==> config.mk <==
export PLATFORM = sky130hd
export DESIGN_NAME = ysyx_24110015_axi_arbiter
export DESIGN_NICKNAME = d
export VERILOG_FILES = /design/src/rtl/ysyx_24110015_axi_arbiter.sv
export SDC_FILE = /design/constraint.sdc
export NUM_CORES = 1
export LEC_CHECK = 0
export BUFFER_PORTS_ARGS = -buffer_cell sky130_fd_sc_hd__buf_2
export CAP_MARGIN = 20
export CELL_PAD_IN_SITES_DETAIL_PLACEMENT = 1
export CELL_PAD_IN_SITES_GLOBAL_PLACEMENT = 1
export CORE_AREA = 2 2 141 143
export CTS_CLUSTER_SIZE = 40
export DETAILED_ROUTE_END_ITERATION = 16
export DIE_AREA = 0 0 143 145
export PLACE_DENSITY = 0.66
export SLEW_MARGIN = 20
export SYNTH_ARGS = -nofsm -noshare
export SYNTH_HDL_FRONTEND = slang
export SYNTH_SLANG_ARGS = --single-unit
==> constraint.sdc <==
create_clock -name clk -period 2.8 [get_ports clk]
set_input_delay 0.14 -clock clk [delete_from_list [all_inputs] [get_ports clk]]
set_output_delay 0.14 -clock clk [all_outputs]
set_load 0.1 [all_outputs]
==> src/rtl/ysyx_24110015_axi_arbiter.sv <==
// Two-master (IFU read-only, LSU read/write) to one-slave AXI4-Lite arbiter; YSYX_24110015_ARB_RR_EN selects round-robin, else LSU has fixed priority.
// Latency: one cycle from request in IDLE to slave valid, then purely combinational routing of every channel.
// Backpressure: the non-granted master sees ready/valid held at 0 until the next IDLE cycle; payloads are never buffered.
module ysyx_24110015_axi_arbiter (
    input  logic        clk,
    input  logic        rst,
    input  logic [31:0] ifu_araddr,
    input  logic        ifu_arvalid,
    output logic        ifu_arready,
    output logic [31:0] ifu_rdata,
    output logic [1:0]  ifu_rresp,
    output logic        ifu_rvalid,
    input  logic        ifu_rready,
    input  logic [31:0] lsu_araddr,
    input  logic        lsu_arvalid,
    output logic        lsu_arready,
    output logic [31:0] lsu_rdata,
    output logic [1:0]  lsu_rresp,
    output logic        lsu_rvalid,
    input  logic        lsu_rready,
    input  logic [31:0] lsu_awaddr,
    input  logic        lsu_awvalid,
    output logic        lsu_awready,
    input  logic [31:0] lsu_wdata,
    input  logic [3:0]  lsu_wstrb,
    input  logic        lsu_wvalid,
    output logic        lsu_wready,
    output logic [1:0]  lsu_bresp,
    output logic        lsu_bvalid,
    input  logic        lsu_bready,
    output logic [31:0] s_araddr,
    output logic        s_arvalid,
    input  logic        s_arready,
    input  logic [31:0] s_rdata,
    input  logic [1:0]  s_rresp,
    input  logic        s_rvalid,
    output logic        s_rready,
    output logic [31:0] s_awaddr,
    output logic        s_awvalid,
    input  logic        s_awready,
    output logic [31:0] s_wdata,
    output logic [3:0]  s_wstrb,
    output logic        s_wvalid,
    input  logic        s_wready,
    input  logic [1:0]  s_bresp,
    input  logic        s_bvalid,
    output logic        s_bready
);

    localparam logic [1:0] IDLE   = 2'd0;
    localparam logic [1:0] IFU_RD = 2'd1;
    localparam logic [1:0] LSU_RD = 2'd2;
    localparam logic [1:0] LSU_WR = 2'd3;

    logic [1:0] state;
    logic [1:0] state_nxt;
    logic       ifu_req;
    logic       lsu_req;
    logic       lsu_wins;
    logic       rd_done;
    logic       wr_done;

    assign ifu_req = ifu_arvalid;
    assign lsu_req = lsu_arvalid | lsu_awvalid | lsu_wvalid;
    assign rd_done = s_rvalid & s_rready;
    assign wr_done = s_bvalid & s_bready;

`ifdef YSYX_24110015_ARB_RR_EN
    logic last_grant; // 1: LSU was served last, 0: IFU was served last

    always_ff @(posedge clk) begin
        if (rst) begin
            last_grant <= 1'b1;
        end else if (state == IFU_RD && rd_done) begin
            last_grant <= 1'b0;
        end else if ((state == LSU_RD && rd_done) || (state == LSU_WR && wr_done)) begin
            last_grant <= 1'b1;
        end
    end

    assign lsu_wins = lsu_req & (~ifu_req | ~last_grant);
`else
    assign lsu_wins = lsu_req;
`endif

    always_comb begin
        state_nxt = state;
        case (state)
            IDLE: begin
                if (lsu_wins) begin
                    state_nxt = lsu_arvalid ? LSU_RD : LSU_WR;
                end else if (ifu_req) begin
                    state_nxt = IFU_RD;
                end
            end
            IFU_RD, LSU_RD: if (rd_done) state_nxt = IDLE;
            LSU_WR:         if (wr_done) state_nxt = IDLE;
            default:        state_nxt = IDLE;
        endcase
    end

    always_ff @(posedge clk) begin
        if (rst) begin
            state <= IDLE;
        end else begin
            state <= state_nxt;
        end
    end

    // Response payloads are shared wires; only the granted master sees valid.
    assign ifu_rdata = s_rdata;
    assign ifu_rresp = s_rresp;
    assign lsu_rdata = s_rdata;
    assign lsu_rresp = s_rresp;
    assign lsu_bresp = s_bresp;

    always_comb begin
        s_araddr    = 32'd0;
        s_arvalid   = 1'b0;
        s_rready    = 1'b0;
        s_awaddr    = 32'd0;
        s_awvalid   = 1'b0;
        s_wdata     = 32'd0;
        s_wstrb     = 4'd0;
        s_wvalid    = 1'b0;
        s_bready    = 1'b0;
        ifu_arready = 1'b0;
        ifu_rvalid  = 1'b0;
        lsu_arready = 1'b0;
        lsu_rvalid  = 1'b0;
        lsu_awready = 1'b0;
        lsu_wready  = 1'b0;
        lsu_bvalid  = 1'b0;
        case (state)
            IFU_RD: begin
                s_araddr    = ifu_araddr;
                s_arvalid   = ifu_arvalid;
                s_rready    = ifu_rready;
                ifu_arready = s_arready;
                ifu_rvalid  = s_rvalid;
            end
            LSU_RD: begin
                s_araddr    = lsu_araddr;
                s_arvalid   = lsu_arvalid;
                s_rready    = lsu_rready;
                lsu_arready = s_arready;
                lsu_rvalid  = s_rvalid;
            end
            LSU_WR: begin
                s_awaddr    = lsu_awaddr;
                s_awvalid   = lsu_awvalid;
                s_wdata     = lsu_wdata;
                s_wstrb     = lsu_wstrb;
                s_wvalid    = lsu_wvalid;
                s_bready    = lsu_bready;
                lsu_awready = s_awready;
                lsu_wready  = s_wready;
                lsu_bvalid  = s_bvalid;
            end
            default: ;
        endcase
    end

endmodule

==> summary.md <==
| Metric | Value |
|---|---|
| Yosys reg bits | `2` |
| Seq/Total Area, Yosys | `roughly 2.3%` |
| Worst-path clk slew | `around 30 ps` |
| Post-Synth Simple-Gate Area | `42.3%` |
| H-tree levels | `1` |
| CP Class | `flop to output port` |
| Tcrit/Tclk final | `a little under nine tenths` |
| Bufs on Longest Clock Path | `2` |
| Area Growth Syn to Fin | `65.4%` |
| Largest net degree at the start of global routing | `41` |
| Slew HR | `between 30% and 40%` |
| Placed Cells | `slightly below 700` |
| Routed Wire Length | `approximately 10 mm` |
| Fill count | `roughly 2,400` |
| DR pass1 iterations | `4` |
| Worst setup EP type | `output port` |
| Share of layout cells above drive strength 1 | `61.9%` |
| Yosys top cell by area | `buf_4` |
| Setup Buffers After CTS | `0` |
| Largest register FFs | `2` |
| Layout net count | `621` |
| Critical path startpoint category | `flop` |
| Synth Area in Compound Gates | `16.6%` |
| Status | `completed` |
| Unique cell type count in the Yosys netlist | `20` |
| ANT nets after route | `0` |
| Synth Area in XOR/XNOR | `0%` |
| Avg Synthesized Cell Area | `6.80 sq um` |
| Drt drc | `0` |
| Global-route usage over all layers | `8.69%` |
| Crit path required time | `2660 ps` |
| Ranking of synthesized cells by area | `buf_4, and2_1, a22oi_1` |
| Clk_lat worst skew | `roughly 220 ps` |
| Max_cap viols | `0` |
| Largest family of logic cells by synthesized area | `simple AND/OR/NAND/NOR gates` |
| Power per standard cell area | `a little under 1000 mW/mm^2` |
| P_leak | `between 1.5 and 2 nW` |
| Core area | `around 0.019 sq mm` |
| Post-synth top area share | `around 31%` |
| Via count | `around 2,400` |
| CP Max Fanout | `36` |
| Final clock skew | `between 0.01 and 0.015 ps` |
| Resize count post-CTS | `0` |
| Synth Area in Adders | `about 2.9%` |
| Post-Syn Area | `~0.0017 sq mm` |
| Final Non-Filler Cells | `between 600 and 700` |
| Most frequent cells in the layout | `buf_2, and2_1, nor2b_1, a22oi_1, buf_4` |
| Mapped Cells | `256` |
| Top reg by flops | `state` |
| Maximum VDD drop | `around 0.00018 V` |
| Leading registers by flop count | `state x2` |
| Max Fclk | `about 0.41 GHz` |
| Setup-failing EPs final | `0` |
| Worst Hold Class | `primary input to flop` |
| Initial Util | `just over 9%` |
| Syn nets | `approximately 440` |
| Final TNS setup | `0 ps` |
| Tmin final | `roughly 2400 ps` |
| Dpl ws | `around 580 ps` |
| TritonCTS clock tree | `built` |
| Initial DRC count | `54` |
| DR WL/cell | `14.2 um` |
| Worst-Margin Slew | `a little over 900 ps` |
| Synth Warn # | `0` |
| Row count | `51` |
| Die height | `between 100 and 150 um` |
| Dpl hpwl | `8.81 mm` |
| Fin. max-slew vios | `0` |
| Multiplexer area fraction after synthesis | `less than 1%` |
| I/O pin cnt | `364` |
| Clk root buf | `clkbuf_16` |
| Clock sink count | `2` |
| Die ar. | `between 0.02 and 0.025 sq mm` |
| First-pass GRT wire length | `between 10 and 15 mm` |
| CTS hold repair buffers | `0` |
| Die width | `roughly 140 um` |
| Vias in the first global route | `between 2,000 and 2,500` |
| Setup slack after layout | `between 300 and 400 ps` |
| Final hold vios | `0` |
| Worst EP arrival | `approximately 2300 ps` |
| Initial antenna violation count | `3` |
| Final hold slack | `165 ps` |
| Vias/cell | `roughly 3.4` |
| Placer Congestion | `between 0.7 and 0.8` |
| GRT overflow | `0` |
| RSZ-0062 raised after global routing | `no` |
| Most common cell after layout, fill and taps aside | `buf_2` |
| CTS buffer count | `3` |
| PortBufs | `257` |
## worst max-delay path, cell delays in order, from the launching register on
cell and delay [ps]:
dfxtp_1 380, inv_1 80, ha_1 890, nor2b_1 240, buf_2 450
## area by class of cell
cell class                 instances  area [sq um]  share of cell area [%]
multi-input combinational        162          1090                    37.8
tap                              265           332                    11.5
clock buffer                       3          75.1                    2.61
timing repair buffer             263          1330                    46.2
inverter                           3          11.3                   0.391
antenna                            1          2.50                  0.0869
sequential                         2          40.0                    1.39
## logic make-up (layout without fill, tap and decap cells)
logic type,Yosys count,in the layout
other,0,1
AOI/OAI and AO/OA,38,38
adders and majority gates,4,4
muxes,1,1
buffers and inverters,92,269
and+or+nand+nor,119,119
DFF,2,2
## cell usage after synthesis (all sizes together)
library cell and count:
buf 73, inv 3, nand2 1, dfxtp 2
nor2b 35, ha 4, a22oi 34, or3 1
a21oi 1, nor2 2, mux2i 1, o41ai 1
o21ai 1, a221o 1, nand2b 1, nor3 1
clkbuf 16, and2 78
## routing by layer
layer | up-vias | global-route usage (%) | wire, um
met4 | 4 | 2.72 | 77
li1 | 1113 | - | -
met1 | 1005 | 8.99 | 3530
met3 | 15 | 4.95 | 1650
met5 | - | 0 | 23
met2 | 241 | 14.8 | 4640
## through the flow
step                      util (%)  area (sq um)  power (mW)
after global routing          15.0          2880        2.97
after floorplan                  -          1740        2.64
after detailed placement      14.6          2800        2.64
final                         15.0          2880        2.83
after global placement        14.6          2800        2.63
after CTS                     15.0          2880        2.86
## final timing paths
| path | startpoint | to | slack [ps] | cells past startpoint |
|---|---|---|---|---|
| worst max-delay path | state[0] | s_araddr[19] | 380 | 4 |
| worst min-delay path | rst | state[1] | 160 | 2 |
| worst max register to register | state[0] | state[0] | 630 | 6 |
| worst min register to register | state[0] | state[0] | 530 | 2 |
## power by group
part / leakage [nW] / switching [mW] / internal [mW]
Clock: 0.0370 / 0.0343 / 0.182
Combinational: 1.61 / 2.01 / 0.546
Sequential: 0.0165 / 0.0121 / 0.0411
Total: 1.66 / 2.06 / 0.769
No activity file was read; power rests on OpenSTA's default activity.
